File: config.mk
export PLATFORM = sky130hd
export DESIGN_NAME = bg_painter
export DESIGN_NICKNAME = d
export VERILOG_FILES = /design/src/rtl/bg_painter_pkg.sv /design/src/rtl/bg_painter_terrain_height.sv /design/src/rtl/bg_painter.sv
export SDC_FILE = /design/constraint.sdc
export NUM_CORES = 1
export LEC_CHECK = 0
export ABC_AREA = 1
export CAP_MARGIN = 10
export CORE_ASPECT_RATIO = 0.6
export CORE_MARGIN = 1
export CORE_UTILIZATION = 55
export DETAILED_ROUTE_END_ITERATION = 12
export PLACE_DENSITY = 0.83
export SYNTH_ARGS = -nofsm -noshare
export SYNTH_HDL_FRONTEND = slang
export SYNTH_SLANG_ARGS = --single-unit
File: constraint.sdc
create_clock -name VGA_Clk -period 35.1 [get_ports VGA_Clk]
set_input_delay 7.02 -clock VGA_Clk [delete_from_list [all_inputs] [get_ports VGA_Clk]]
set_output_delay 7.02 -clock VGA_Clk [all_outputs]
set_load 0.05 [all_outputs]
File: src/rtl/bg_painter_pkg.sv
// Shared constants, state encoding and address helper for the background painter.
package bg_pkg;

  localparam int SCREEN_W = 320;
  localparam int SCREEN_H = 240;
  localparam int BG_BYTES = 38400;

  // Last row and last byte column of the half-resolution frame (two pixels per byte).
  localparam logic [7:0] LAST_ROW  = 8'd239;
  localparam logic [7:0] LAST_BCOL = 8'd159;

  // Default palette indices.
  localparam logic [3:0] DEF_SKY_IDX   = 4'h1;
  localparam logic [3:0] DEF_GRASS_IDX = 4'h2;
  localparam logic [3:0] DEF_DIRT_IDX  = 4'h3;
  localparam int         DEF_GRASS_ROWS = 4;

  typedef enum logic [1:0] {
    IDLE  = 2'd0,
    FILL  = 2'd1,
    CR_RD = 2'd2,
    CR_WR = 2'd3
  } bg_state_t;

  // Byte address of byte column xb (pixel x = 2*xb, 2*xb+1) on row y: y*160 + xb.
  function automatic logic [15:0] byte_addr(input logic [7:0] y, input logic [7:0] xb);
    return ({8'd0, y} << 7) + ({8'd0, y} << 5) + {8'd0, xb};
  endfunction

endpackage

File: src/rtl/bg_painter_terrain_height.sv
// Terrain surface row for a half-res column: g(x) = 150 + ((x-160)^2 >> 9), range 150..200.
module terrain_height (
  input  logic [8:0] x,
  output logic [7:0] g
);

  logic signed [9:0] dx;
  logic        [9:0] adx;
  logic        [16:0] sq;

  // Parabola around the screen centre; squaring the magnitude keeps the product unsigned.
  always_comb begin
    dx  = $signed({1'b0, x}) - 10'sd160;
    adx = dx[9] ? 10'(-dx) : 10'(dx);
    sq  = {7'd0, adx} * {7'd0, adx};
    g   = 8'd150 + 8'(sq >> 9);
  end

endmodule

File: src/rtl/bg_painter.sv
// Background frame-buffer writer: full terrain repaint or read-modify-write crater punch.
//
// Request protocol: fill_start and crater_req are single-cycle pulses that are only
// accepted while the FSM is IDLE (busy=0, which includes the cycle done is high);
// pulses seen while busy are dropped, and fill_start wins over a simultaneous crater_req.
// Completion is signalled by a one-cycle done pulse together with busy falling.
module bg_painter
  import bg_pkg::*;
#(
  parameter logic [3:0] SKY_IDX    = DEF_SKY_IDX,
  parameter logic [3:0] GRASS_IDX  = DEF_GRASS_IDX,
  parameter logic [3:0] DIRT_IDX   = DEF_DIRT_IDX,
  parameter int         GRASS_ROWS = DEF_GRASS_ROWS
) (
  input  logic        VGA_Clk,
  input  logic        Reset,
  input  logic        fill_start,
  input  logic        crater_req,
  input  logic [8:0]  crater_x,
  input  logic [7:0]  crater_y,
  input  logic [3:0]  crater_r,
  output logic [15:0] mem_addr,
  output logic [7:0]  mem_wdata,
  output logic        mem_we,
  input  logic [7:0]  mem_rdata,
  output logic        busy,
  output logic        done,
  output bg_state_t   dbg_state
);

  bg_state_t state, state_d;

  // Position of the byte currently on the memory port, and the one for next cycle.
  logic [7:0] cur_y, cur_xb, nxt_y, nxt_xb;

  // Crater parameters and clamped region, captured when the request is accepted.
  logic [8:0] cx;
  logic [7:0] cy;
  logic [3:0] cr;
  logic [7:0] row_lo, row_hi, bcol_lo, bcol_hi;

  logic we_d, busy_d, done_d, latch_req;
  logic [7:0] wdata_q;

  // ---------------------------------------------------------------------------
  // Crater bounds from the request inputs
  // ---------------------------------------------------------------------------
  logic signed [10:0] req_cx, req_cy, req_r;
  logic signed [10:0] lo_y, hi_y, lo_x, hi_x;
  logic [7:0] req_row_lo, req_row_hi, req_bcol_lo, req_bcol_hi;

  // Clamp the bounding box to the screen and widen columns to whole bytes.
  always_comb begin
    req_cx = $signed({2'b00, crater_x});
    req_cy = $signed({3'b000, crater_y});
    req_r  = $signed({7'd0, crater_r});
    lo_y   = req_cy - req_r;
    hi_y   = req_cy + req_r;
    lo_x   = req_cx - req_r;
    hi_x   = req_cx + req_r;
    req_row_lo  = (lo_y < 0)         ? 8'd0     : 8'(lo_y);
    req_row_hi  = (hi_y > 11'sd239)  ? LAST_ROW : 8'(hi_y);
    // Rounding x down to even / up to odd is the same byte column as x>>1.
    req_bcol_lo = (lo_x < 0)         ? 8'd0      : 8'(lo_x >> 1);
    req_bcol_hi = (hi_x > 11'sd319)  ? LAST_BCOL : 8'(hi_x >> 1);
  end

  // ---------------------------------------------------------------------------
  // Fill data for the next byte position
  // ---------------------------------------------------------------------------
  logic [7:0] g_even, g_odd;
  logic [3:0] nib_even, nib_odd;
  logic [7:0] fill_byte;

  terrain_height u_height_even (.x({nxt_xb, 1'b0}), .g(g_even));
  terrain_height u_height_odd  (.x({nxt_xb, 1'b1}), .g(g_odd));

  // Sky above the surface, a grass band of GRASS_ROWS rows, dirt below.
  always_comb begin
    if (nxt_y < g_even)
      nib_even = SKY_IDX;
    else if ({1'b0, nxt_y} < ({1'b0, g_even} + 9'(GRASS_ROWS)))
      nib_even = GRASS_IDX;
    else
      nib_even = DIRT_IDX;
    if (nxt_y < g_odd)
      nib_odd = SKY_IDX;
    else if ({1'b0, nxt_y} < ({1'b0, g_odd} + 9'(GRASS_ROWS)))
      nib_odd = GRASS_IDX;
    else
      nib_odd = DIRT_IDX;
    fill_byte = {nib_even, nib_odd};
  end

  // ---------------------------------------------------------------------------
  // Crater merge for the byte currently being written
  // ---------------------------------------------------------------------------
  logic signed [21:0] dx_e, dx_o, dy, dist_e, dist_o;
  logic [7:0] r_sq;
  logic [7:0] crater_byte;

  // Nibbles inside the circle turn to sky; the rest keep what was read back.
  always_comb begin
    dx_e   = $signed({13'd0, cur_xb, 1'b0}) - $signed({13'd0, cx});
    dx_o   = $signed({13'd0, cur_xb, 1'b1}) - $signed({13'd0, cx});
    dy     = $signed({14'd0, cur_y}) - $signed({14'd0, cy});
    dist_e = dx_e * dx_e + dy * dy;
    dist_o = dx_o * dx_o + dy * dy;
    r_sq   = 8'(cr) * 8'(cr);
    crater_byte[7:4] = (dist_e <= $signed({14'd0, r_sq})) ? SKY_IDX : mem_rdata[7:4];
    crater_byte[3:0] = (dist_o <= $signed({14'd0, r_sq})) ? SKY_IDX : mem_rdata[3:0];
  end

  // Read data only arrives in the write cycle, so the crater byte is merged on the
  // way out; fill data comes straight from a register.
  assign mem_wdata = (state == CR_WR) ? crater_byte : wdata_q;
  assign dbg_state = state;

  // ---------------------------------------------------------------------------
  // FSM
  // ---------------------------------------------------------------------------
  // Next state, next byte position and next registered port values.
  always_comb begin
    state_d   = state;
    nxt_y     = cur_y;
    nxt_xb    = cur_xb;
    we_d      = 1'b0;
    busy_d    = busy;
    done_d    = 1'b0;
    latch_req = 1'b0;
    unique case (state)
      IDLE: begin
        busy_d = 1'b0;
        if (fill_start) begin
          state_d = FILL;
          nxt_y   = 8'd0;
          nxt_xb  = 8'd0;
          we_d    = 1'b1;
          busy_d  = 1'b1;
        end else if (crater_req) begin
          state_d   = CR_RD;
          nxt_y     = req_row_lo;
          nxt_xb    = req_bcol_lo;
          busy_d    = 1'b1;
          latch_req = 1'b1;
        end
      end
      FILL: begin
        if (cur_y == LAST_ROW && cur_xb == LAST_BCOL) begin
          state_d = IDLE;
          busy_d  = 1'b0;
          done_d  = 1'b1;
        end else begin
          we_d = 1'b1;
          if (cur_xb == LAST_BCOL) begin
            nxt_xb = 8'd0;
            nxt_y  = cur_y + 8'd1;
          end else begin
            nxt_xb = cur_xb + 8'd1;
          end
        end
      end
      CR_RD: begin
        state_d = CR_WR;
        we_d    = 1'b1;
      end
      CR_WR: begin
        if (cur_y == row_hi && cur_xb == bcol_hi) begin
          state_d = IDLE;
          busy_d  = 1'b0;
          done_d  = 1'b1;
        end else begin
          state_d = CR_RD;
          if (cur_xb == bcol_hi) begin
            nxt_xb = bcol_lo;
            nxt_y  = cur_y + 8'd1;
          end else begin
            nxt_xb = cur_xb + 8'd1;
          end
        end
      end
      default: state_d = IDLE;
    endcase
  end

  // State, position and registered memory-port outputs.
  always_ff @(posedge VGA_Clk or posedge Reset) begin
    if (Reset) begin
      state    <= IDLE;
      cur_y    <= 8'd0;
      cur_xb   <= 8'd0;
      mem_addr <= 16'd0;
      mem_we   <= 1'b0;
      wdata_q  <= 8'd0;
      busy     <= 1'b0;
      done     <= 1'b0;
    end else begin
      state    <= state_d;
      cur_y    <= nxt_y;
      cur_xb   <= nxt_xb;
      mem_addr <= byte_addr(nxt_y, nxt_xb);
      mem_we   <= we_d;
      busy     <= busy_d;
      done     <= done_d;
      if (state_d == FILL)
        wdata_q <= fill_byte;
    end
  end

  // Crater parameters, held for the whole operation.
  always_ff @(posedge VGA_Clk or posedge Reset) begin
    if (Reset) begin
      cx      <= 9'd0;
      cy      <= 8'd0;
      cr      <= 4'd0;
      row_lo  <= 8'd0;
      row_hi  <= 8'd0;
      bcol_lo <= 8'd0;
      bcol_hi <= 8'd0;
    end else if (latch_req) begin
      cx      <= crater_x;
      cy      <= crater_y;
      cr      <= crater_r;
      row_lo  <= req_row_lo;
      row_hi  <= req_row_hi;
      bcol_lo <= req_bcol_lo;
      bcol_hi <= req_bcol_hi;
    end
  end

endmodule

==> impl_metrics.yaml, run 1 <==
sta:
  setup_tns_ns: 0
  worst_pin_slew_ns: 1.16
  final-max-slew-violation-count: 0
  fmax_ghz: 0.0503
  final-setup-viol-count: 0
  maxSlewHeadroom_pct: 22.5
  finClkSkew_ns: 0.0142
  unrepaired_setup_endpoints_after_global_routing: "false"
  final_min_period_over_clock_period_pct: 56.7
  finalHoldViolations: 0
  min_period_ns: 19.90
detailed_routing:
  vias_per_cell: 5.24
  drtPass1Iterations: 6
  detail_route.drc_violations: 0
  drt_iter0_drc: 1859
  route.vias.total: 18700
  wire_per_inst_um: 16.2
  ant_nets: 0
  drt_wl_total_um: 57800
synthesis:
  synth.distinct_cells: 65
  synthMuxAreaShare_pct: 0
  synthFlopType: "sky130_fd_sc_hd__dfrtp_1"
  synth_top_family_by_area: "adder cells"
  post_synth_instance_area_mm2: 0.0232
  synth_compound_gate_area_share_pct: 7.25
  asyncSetResetFlopFracSynth_pct: 100
  syn_avg_cell_area_um2: 7.93
  synthesis.instances: 2931
  synth_simple_gate_area_share_pct: 17.9
  yosys.area_share.adder_pct: 47.0
  synth_sequential_area_ratio_pct: 8.72
  synth_edf_count: 0
  synth_warnings: 0
  postSynthRegisterBits: 81
  post_synth_xor_area_fraction_pct: 5.80
die:
  io_pins: 62
  die_w_um: 267
  die_area_mm2: 0.0431
  row_count: 57
  core_mm2: 0.0411
  starting_utilization_of_the_core_area_pct: 56.6
  die_y_um: 161
clock_tree:
  worst_skew_pair.late_latency_ns: 0.37
  cts_root_buffer: "sky130_fd_sc_hd__clkbuf_16"
  quantity_of_gates_resized_following_cts: 0
  ctsLongestPathBuffers: 2
  post_cts.repair.setup_buffers: 0
  tritoncts: "built"
  numClockSinks: 81
  cts_made_buffers: 9
  path_clk_slew_ns: 0.07
  cts_hold_buf: 0
  h-tree-depth: 3
grt:
  grt.total_usage_pct: 28.1
  wire_length_of_the_first_global_routing_pass_um: 94800
  first_global_vias: 18300
  grt_overflow_total: 0
  initial_antenna_violation_count: 1
  pin_count_of_the_biggest_net_entering_global_routing: 62
critical_path:
  wp_data_required_ns: 28.08
  path_buf_inv: 12
  timing.critical_path.slowest_stage_cell: "sky130_fd_sc_hd__clkdlybuf4s50_1"
  critPathArrivalTime_ns: 12.88
  cp_common_cell: "sky130_fd_sc_hd__inv_1"
  timing.reg2reg.worst_path_depth: 45
  kind_of_critical_path: "register to output pin"
  timing.rr.start: "dbg_state[0]"
  worstReg2RegEnd: "wdata_q[4]"
  crit_family: "adder cells"
  max_stage_delay_on_crit_path_ns: 0.79
  rrSetupSlack_ns: 23.80
  critical_path_peak_fanout: 14
  worst_setup_path_start_kind: "register"
  crit_path_end_kind: "output pin"
cells_and_area:
  syn_to_final_growth_pct: 6.91
  number_of_antenna_diodes: 0
  fin_area_mm2: 0.0248
  finish.cell_count_without_fillers: 3560
  final_nets: 3696
  drive_gt1_share_pct: 4.93
run:
  cap_viol_max_count: 0
worst_hold_path:
  worstHoldStart: "bcol_lo[5]"
  worst_hold_path_type: "register to register"
  holdPathStages: 2
  min_to: "bcol_lo[5]"
place:
  placement.cell_area_mm2: 0.0245
  count_of_input_and_output_buffers: 61
  gp_routability_congestion: 1.01
  detailedPlacementHpwl_um: 50700
  place.detailed.instances: 3544
outcome:
  run_status: "completed"
-- state kept, by name, summed over array words and instances (netlist names) --
| register | flops |
|---|---|
| cur_y | 8 |
| cur_xb | 8 |
| bcol_lo | 8 |
| mem_addr | 11 |
| row_hi | 8 |
| cy | 8 |
| busy | 1 |
| done | 1 |
| wdata_q | 4 |
| dbg_state | 2 |
| cx | 9 |
| cr | 4 |
| bcol_hi | 8 |
| mem_we | 1 |
-- cells in the mapped netlist (3+ instances only) --
cell | count | area, um^2
sky130_fd_sc_hd__clkbuf_1 | 20 | 75.1
sky130_fd_sc_hd__o21bai_1 | 9 | 67.6
sky130_fd_sc_hd__o22ai_1 | 9 | 56.3
sky130_fd_sc_hd__nand2_4 | 10 | 113
sky130_fd_sc_hd__ha_1 | 325 | 4070
sky130_fd_sc_hd__o211ai_1 | 4 | 30.0
sky130_fd_sc_hd__o21a_1 | 8 | 60.1
sky130_fd_sc_hd__nor2_2 | 6 | 37.5
sky130_fd_sc_hd__nand4_1 | 23 | 144
sky130_fd_sc_hd__nor3_1 | 13 | 65.1
sky130_fd_sc_hd__and2_1 | 5 | 31.3
sky130_fd_sc_hd__nand3_2 | 7 | 70.1
sky130_fd_sc_hd__nand3_1 | 87 | 435
sky130_fd_sc_hd__nand2_1 | 422 | 1580
sky130_fd_sc_hd__a211oi_1 | 15 | 113
sky130_fd_sc_hd__a21o_1 | 8 | 60.1
sky130_fd_sc_hd__dfrtp_1 | 81 | 2030
sky130_fd_sc_hd__nand4_2 | 5 | 62.6
sky130_fd_sc_hd__a21oi_1 | 112 | 561
sky130_fd_sc_hd__o21ai_0 | 87 | 435
sky130_fd_sc_hd__buf_4 | 5 | 37.5
sky130_fd_sc_hd__nor2_1 | 273 | 1020
sky130_fd_sc_hd__clkinv_1 | 4 | 15.0
sky130_fd_sc_hd__a22oi_1 | 6 | 45.0
sky130_fd_sc_hd__or2_2 | 18 | 113
sky130_fd_sc_hd__xor2_1 | 81 | 709
sky130_fd_sc_hd__nand3b_1 | 11 | 82.6
sky130_fd_sc_hd__fa_1 | 343 | 6870
sky130_fd_sc_hd__o31ai_1 | 8 | 60.1
sky130_fd_sc_hd__inv_2 | 14 | 52.6
sky130_fd_sc_hd__inv_4 | 3 | 18.8
sky130_fd_sc_hd__xnor2_1 | 63 | 552
sky130_fd_sc_hd__inv_1 | 760 | 2850
sky130_fd_sc_hd__nand2_2 | 36 | 225
sky130_fd_sc_hd__nor2_4 | 4 | 45.0
sky130_fd_sc_hd__a31oi_1 | 7 | 43.8
-- layer usage --
layer / up-vias / wire length (um) / track usage (%)
met1: 8695 / 26800 / 42.0
met5: - / 12 / 0
met3: 67 / 8430 / 12.3
met2: 885 / 21900 / 37.6
met4: 2 / 716 / 4.00
li1: 9014 / - / -
-- stage by stage --
| stage | utilization [%] | hold WS (ns) | setup slack, ns |
|---|---|---|---|
| global route | 60.5 | 0.539 | 14.60 |
| floorplan | - | 0.449 | 17.42 |
| CTS | 60.5 | 0.489 | 15.40 |
| finish | 60.5 | 0.485 | 15.20 |
| detailed placement | 59.8 | 0.472 | 15.85 |
| global placement | 59.8 | 0.471 | 16.07 |
-- how the worst max path moves through the flow --
| stage | startpoint | endpoint | cells past startpoint |
|---|---|---|---|
| floorplan | cur_y[0] | mem_wdata[2] | 54 |
| global placement | cur_y[0] | mem_wdata[4] | 51 |
| detailed placement | cur_y[0] | mem_wdata[4] | 52 |
| CTS | cur_y[0] | mem_wdata[4] | 52 |
| global route | cur_y[0] | mem_wdata[4] | 50 |
| finish | cur_y[0] | mem_wdata[4] | 52 |
-- area by class of cell --
type,instances,area [um^2]
Clock buffer,10,229
Clock inverter,6,68.8
Fill cell,3551,16200
Inverter,781,2940
Multi-Input combinational cell,2046,18200
Sequential cell,81,2030
Tap cell,560,701
Timing Repair Buffer,76,723
-- worst reg2reg max path, delay by kind of cell (launching register included) --
kind / cells / cell delay (ns)
AND/OR/NAND/NOR: 15 / 2.44
flip-flops: 1 / 0.49
AO/OA/AOI/OAI: 8 / 1.88
adder cells (fa/ha/maj): 9 / 3.50
buffers and inverters: 10 / 1.64
XOR/XNOR: 3 / 1.23
-- layout by cell type, fill, tap and decap left out, types with 6 or more instances in the layout --
| master | Yosys | routed |
|---|---|---|
| sky130_fd_sc_hd__nand3_2 | 7 | 7 |
| sky130_fd_sc_hd__nor2_2 | 6 | 6 |
| sky130_fd_sc_hd__o22ai_1 | 9 | 9 |
| sky130_fd_sc_hd__o21ai_0 | 87 | 87 |
| sky130_fd_sc_hd__a31oi_1 | 7 | 7 |
| sky130_fd_sc_hd__nor3_1 | 13 | 13 |
| sky130_fd_sc_hd__inv_2 | 14 | 14 |
| sky130_fd_sc_hd__or2_2 | 18 | 18 |
| sky130_fd_sc_hd__a211oi_1 | 15 | 15 |
| sky130_fd_sc_hd__inv_1 | 760 | 759 |
| sky130_fd_sc_hd__nand4_1 | 23 | 23 |
| sky130_fd_sc_hd__conb_1 | 2 | 8 |
| sky130_fd_sc_hd__a21oi_1 | 112 | 112 |
| sky130_fd_sc_hd__xor2_1 | 81 | 81 |
| sky130_fd_sc_hd__nor2_1 | 273 | 273 |
| sky130_fd_sc_hd__ha_1 | 325 | 325 |
| sky130_fd_sc_hd__a22oi_1 | 6 | 6 |
| sky130_fd_sc_hd__xnor2_1 | 63 | 63 |
| sky130_fd_sc_hd__fa_1 | 343 | 343 |
| sky130_fd_sc_hd__nand3_1 | 87 | 87 |
| sky130_fd_sc_hd__nand2_2 | 36 | 36 |
| sky130_fd_sc_hd__o21bai_1 | 9 | 9 |
| sky130_fd_sc_hd__dfrtp_1 | 81 | 81 |
| sky130_fd_sc_hd__a21o_1 | 8 | 8 |
| sky130_fd_sc_hd__nand3b_1 | 11 | 11 |
| sky130_fd_sc_hd__o31ai_1 | 8 | 8 |
| sky130_fd_sc_hd__clkdlybuf4s50_1 | 0 | 61 |
| sky130_fd_sc_hd__clkbuf_16 | 0 | 9 |
| sky130_fd_sc_hd__buf_4 | 5 | 15 |
| sky130_fd_sc_hd__nand2_4 | 10 | 10 |
| sky130_fd_sc_hd__o21a_1 | 8 | 8 |
| sky130_fd_sc_hd__nand2_1 | 422 | 422 |
-- logic make-up (layout without fill, tap and decap cells) --
| kind of cell | Yosys count | count (layout) |
|---|---|---|
| buf+inv | 810 | 873 |
| simple gates | 932 | 932 |
| flops | 81 | 81 |
| fa+ha+maj | 668 | 668 |
| compound gates | 290 | 290 |
| other cells | 2 | 8 |
| xor+xnor | 148 | 148 |
Power of run 1 is not shown: default switching activity piles up to over one toggle a cycle in this logic, so the estimate is an artifact.
==> run 2, diff against run 1 <==
==> constraint.sdc (replaced) <==
create_clock -name VGA_Clk -period 20.5 [get_ports VGA_Clk]
set_input_delay 4.1 -clock VGA_Clk [delete_from_list [all_inputs] [get_ports VGA_Clk]]
set_output_delay 4.1 -clock VGA_Clk [all_outputs]
set_load 0.05 [all_outputs]
==> run 2 against run 1 <==
Against the previous run:
- via count up 0.18%
- critical path depth unchanged
- routed wire length up 1.0%
- highest routed layer is now met4
- sequential cell count unchanged
- count of clock-buffer cells in the layout unchanged
- setup slack worse by 12 ns
- largest cell class unchanged
- die area unchanged
- hold slack better by 0.0014 ns
==> impl_metrics.yaml, run 2 (synthesized netlist as in run 1, its figures left out) <==
outcome:
  run_status: "completed"
sta:
  maxSlewHeadroom_pct: 24.7
  unrepaired_setup_endpoints_after_global_routing: "false"
  min_period_ns: 16.92
  final-max-slew-violation-count: 0
  finalHoldViolations: 0
  worst_pin_slew_ns: 1.13
  setup_tns_ns: 0
  final_min_period_over_clock_period_pct: 82.5
  finClkSkew_ns: 0.0100
  fmax_ghz: 0.0591
  final-setup-viol-count: 0
detailed_routing:
  ant_nets: 0
  drt_wl_total_um: 58400
  drt_iter0_drc: 1741
  vias_per_cell: 5.25
  route.vias.total: 18700
  detail_route.drc_violations: 0
  wire_per_inst_um: 16.4
  drtPass1Iterations: 6
critical_path:
  max_stage_delay_on_crit_path_ns: 0.79
  worst_setup_path_start_kind: "register"
  cp_common_cell: "sky130_fd_sc_hd__inv_1"
  critPathArrivalTime_ns: 12.82
  wp_data_required_ns: 16.40
  critical_path_peak_fanout: 14
  timing.critical_path.slowest_stage_cell: "sky130_fd_sc_hd__clkdlybuf4s50_1"
  kind_of_critical_path: "register to output pin"
  timing.reg2reg.worst_path_depth: 45
  crit_path_end_kind: "output pin"
die:
  die_y_um: 161
  io_pins: 62
  starting_utilization_of_the_core_area_pct: 56.6
  core_mm2: 0.0411
  die_area_mm2: 0.0431
  row_count: 57
  die_w_um: 267
cells_and_area:
  number_of_antenna_diodes: 0
  mostFrequentLayoutCells: "sky130_fd_sc_hd__inv_1, sky130_fd_sc_hd__nand2_1, sky130_fd_sc_hd__fa_1"
  biggestRegsByFlops: "mem_addr x11, cx x9"
  drive_gt1_share_pct: 4.93
  commonest_non_fill_non_tap_cell_in_the_layout: "sky130_fd_sc_hd__inv_1"
  flip_flop_count_of_the_largest_register_after_layout: 11
  final_nets: 3695
  register_bank_with_the_most_flops: "mem_addr"
  syn_to_final_growth_pct: 7.22
  finish.cell_count_without_fillers: 3559
clock_tree:
  h-tree-depth: 3
  worst_skew_pair.late_latency_ns: 0.37
  path_clk_slew_ns: 0.07
  cts_root_buffer: "sky130_fd_sc_hd__clkbuf_16"
  tritoncts: "built"
  cts_made_buffers: 9
  cts_hold_buf: 0
  numClockSinks: 81
  quantity_of_gates_resized_following_cts: 0
  ctsLongestPathBuffers: 2
  post_cts.repair.setup_buffers: 0
grt:
  first_global_vias: 18400
  initial_antenna_violation_count: 0
  wire_length_of_the_first_global_routing_pass_um: 95200
  pin_count_of_the_biggest_net_entering_global_routing: 62
  grt.total_usage_pct: 28.3
  grt_overflow_total: 0
place:
  gp_routability_congestion: 1.00
  count_of_input_and_output_buffers: 61
  place.detailed.instances: 3543
  detailedPlacementHpwl_um: 51200
worst_hold_path:
  worst_hold_path_type: "register to register"
  holdPathStages: 2
run:
  cap_viol_max_count: 0
run 2: cell count changes in the layout (fill, tap and decap cells not counted), sizes merged:
cell,previous run,this run
bufinv,1,4
clkinvlp,1,0
inv,776,777
buf,15,14
clkinv,9,6
run 2: path summary, 6_finish.rpt:
| kind | end | slack [ns] | from |
|---|---|---|---|
| setup reg to reg | wdata_q[4] | 9.21 | dbg_state[0] |
| hold reg to reg | bcol_lo[5] | 0.49 | bcol_lo[5] |
| max in group asynchronous | done | 15.28 | Reset |
| setup / recovery | mem_wdata[4] | 3.58 | cur_y[0] |
| min in group asynchronous | cy[6] | 4.07 | Reset |
| hold / removal | bcol_lo[5] | 0.49 | bcol_lo[5] |
run 2: critical path, delay by kind of cell (launching register included):
kind                       cells  cell delay, ns
AOI/OAI and AO/OA             13            2.44
and+or+nand+nor               11            1.77
adders and majority gates     13            5.59
buffers and inverters         13            1.86
DFF                            1            0.47
xor gates and xnor gates       2            0.31
run 2: area by class of cell:
cell class                 count  area (um^2)
clock buffer                  10          239
clock inverter                 6          138
fill                        3525        16200
inverter                     781         2940
multi-input combinational   2046        18200
sequential                    81         2030
tap                          560          701
timing repair buffer          75          716
run 2: metrics by stage:
stage	util, %	area, um^2	hold slack, ns	setup slack [ns]
global route	60.7	24900	0.528	2.89
global placement	59.7	24500	0.470	4.37
detailed placement	59.7	24500	0.472	4.25
CTS	60.7	24900	0.489	3.82
floorplan	-	23300	0.449	5.74
finish	60.7	24900	0.487	3.58
run 2: metal layers:
metal / share of wire (%) / GRT usage (%) / up-vias
met5: 0 / 0 / -
met4: 1.3 / 4.49 / 0
met3: 13 / 11.2 / 61
met2: 38 / 38.4 / 827
met1: 47 / 42.4 / 8786
li1: - / - / 9022
Power of run 2 is left out for the same reason.
==> run 3, diff against run 2 <==
==> constraint.sdc (replaced) <==
create_clock -name VGA_Clk -period 16.8 [get_ports VGA_Clk]
set_input_delay 3.36 -clock VGA_Clk [delete_from_list [all_inputs] [get_ports VGA_Clk]]
set_output_delay 3.36 -clock VGA_Clk [all_outputs]
set_load 0.05 [all_outputs]
==> run 3 against run 2 <==
Against the previous run:
- first-iteration DRC count is 4.0% higher
- design area is 0.23% lower
- clock skew is 0.0027 ns higher
- global-route usage is 0.15 points lower
- core utilization is 0.14 points lower
- hold slack worse by 0.0019 ns
- routed wire length is 0.56% lower
- highest routed layer unchanged
==> impl_metrics.yaml, run 3 (synthesized netlist as in run 1, its figures left out) <==
place:
  count_of_input_and_output_buffers: 61
  detailedPlacementHpwl_um: 50800
  gp_routability_congestion: 1.01
die:
  die_area_mm2: 0.0431
  die_w_um: 267
  io_pins: 62
  row_count: 57
  starting_utilization_of_the_core_area_pct: 56.6
  core_mm2: 0.0411
  die_y_um: 161
clock_tree:
  numClockSinks: 81
  cts_root_buffer: "sky130_fd_sc_hd__clkbuf_16"
  tritoncts: "built"
  h-tree-depth: 3
  path_clk_slew_ns: 0.07
  worst_skew_pair.late_latency_ns: 0.37
  ctsLongestPathBuffers: 2
  cts_made_buffers: 9
grt:
  pin_count_of_the_biggest_net_entering_global_routing: 62
  initial_antenna_violation_count: 1
  first_global_vias: 18600
  grt_overflow_total: 0
  wire_length_of_the_first_global_routing_pass_um: 95300
  grt.total_usage_pct: 28.1
detailed_routing:
  ant_nets: 0
  drtPass1Iterations: 6
  route.vias.total: 18800
  detail_route.drc_violations: 0
  wire_per_inst_um: 16.3
  vias_per_cell: 5.29
  drt_iter0_drc: 1811
  drt_wl_total_um: 58100
critical_path:
  timing.critical_path.slowest_stage_cell: "sky130_fd_sc_hd__clkdlybuf4s50_1"
  wp_data_required_ns: 13.44
  crit_path_end_kind: "output pin"
  critPathArrivalTime_ns: 12.47
  max_stage_delay_on_crit_path_ns: 0.69
  timing.rr.start: "dbg_state[0]"
  critical_path_peak_fanout: 14
  worst_setup_path_start_kind: "register"
  cp_common_cell: "sky130_fd_sc_hd__inv_1"
  crit_family: "adder cells"
  timing.critical_path.from: "cur_y[0]"
  kind_of_critical_path: "register to output pin"
  path_buf_inv: 13
cells_and_area:
  flip_flop_count_of_the_largest_register_after_layout: 11
  fillers: 3530
  drive_gt1_share_pct: 4.93
  syn_to_final_growth_pct: 6.98
  commonest_non_fill_non_tap_cell_in_the_layout: "sky130_fd_sc_hd__inv_1"
  final_nets: 3696
  register_bank_with_the_most_flops: "mem_addr"
  number_of_antenna_diodes: 0
  biggestRegsByFlops: "mem_addr x11, cx x9"
  mostFrequentLayoutCells: "sky130_fd_sc_hd__inv_1, sky130_fd_sc_hd__nand2_1, sky130_fd_sc_hd__fa_1"
sta:
  final-max-slew-violation-count: 0
  final-setup-viol-count: 0
  unrepaired_setup_endpoints_after_global_routing: "false"
  final_min_period_over_clock_period_pct: 94.2
  fmax_ghz: 0.0632
  finClkSkew_ns: 0.0128
  maxSlewHeadroom_pct: 27.3
  setup_tns_ns: 0
  min_period_ns: 15.83
  finalHoldViolations: 0
  worst_pin_slew_ns: 1.09
run:
  cap_viol_max_count: 0
worst_hold_path:
  worst_hold_path_type: "register to register"
  worstHoldStart: "bcol_lo[5]"
outcome:
  run_status: "completed"
[run 3: cell type report]
| cell class | count | area [um^2] | area share (%) |
|---|---|---|---|
| Clock inverter | 5 | 62.6 | 0.252 |
| Timing Repair Buffer | 76 | 731 | 2.94 |
| Tap cell | 560 | 701 | 2.82 |
| Sequential cell | 81 | 2030 | 8.15 |
| Clock buffer | 11 | 243 | 0.976 |
| Multi-Input combinational cell | 2046 | 18200 | 73.0 |
| Inverter | 781 | 2940 | 11.8 |
[run 3: repair_timing]
action	in CTS	in global routing
setup endpoints to repair	0	3
hold buffers	0	0
setup buffers	0	0
gates resized for setup	0	3
[run 3: through the flow]
step,instances,utilization [%],hold WS [ns],area [um^2],worst slack (ns)
6_report,3560,60.5,0.485,24900,0.973
2_1_floorplan,2937,-,0.449,23300,2.78
3_5_place_dp,3544,59.8,0.470,24500,1.28
4_1_cts,3560,60.5,0.487,24900,0.803
5_1_grt,3560,60.5,0.526,24900,0.0885
3_3_place_gp,3544,59.8,0.471,24500,1.68
[run 3: worst paths after layout]
check	depth (start not counted)	slack, ns	endpoint
min in group asynchronous	2	3.35	cy[6]
worst min-delay path	2	0.48	bcol_lo[5]
worst max register to register	45	5.45	wdata_q[4]
worst min register to register	2	0.48	bcol_lo[5]
max in group asynchronous	3	12.31	cx[0]
worst max-delay path	55	0.97	mem_wdata[0]
[run 3: tightest hold or removal path: cells and delay by family, from the launching register on]
kind	cells	cell delay, ns
flops	1	0.34
simple gates	2	0.11
[run 3: routing by layer]
layer  wire (um)  global-route usage (%)  up-vias
met5           0                       0        -
met4         869                    4.68        0
met3        7710                    11.0       71
met2       22400                    38.2      910
met1       27100                    42.3     8818
li1            -                       -     9019
Power of run 3 is left out for the same reason.
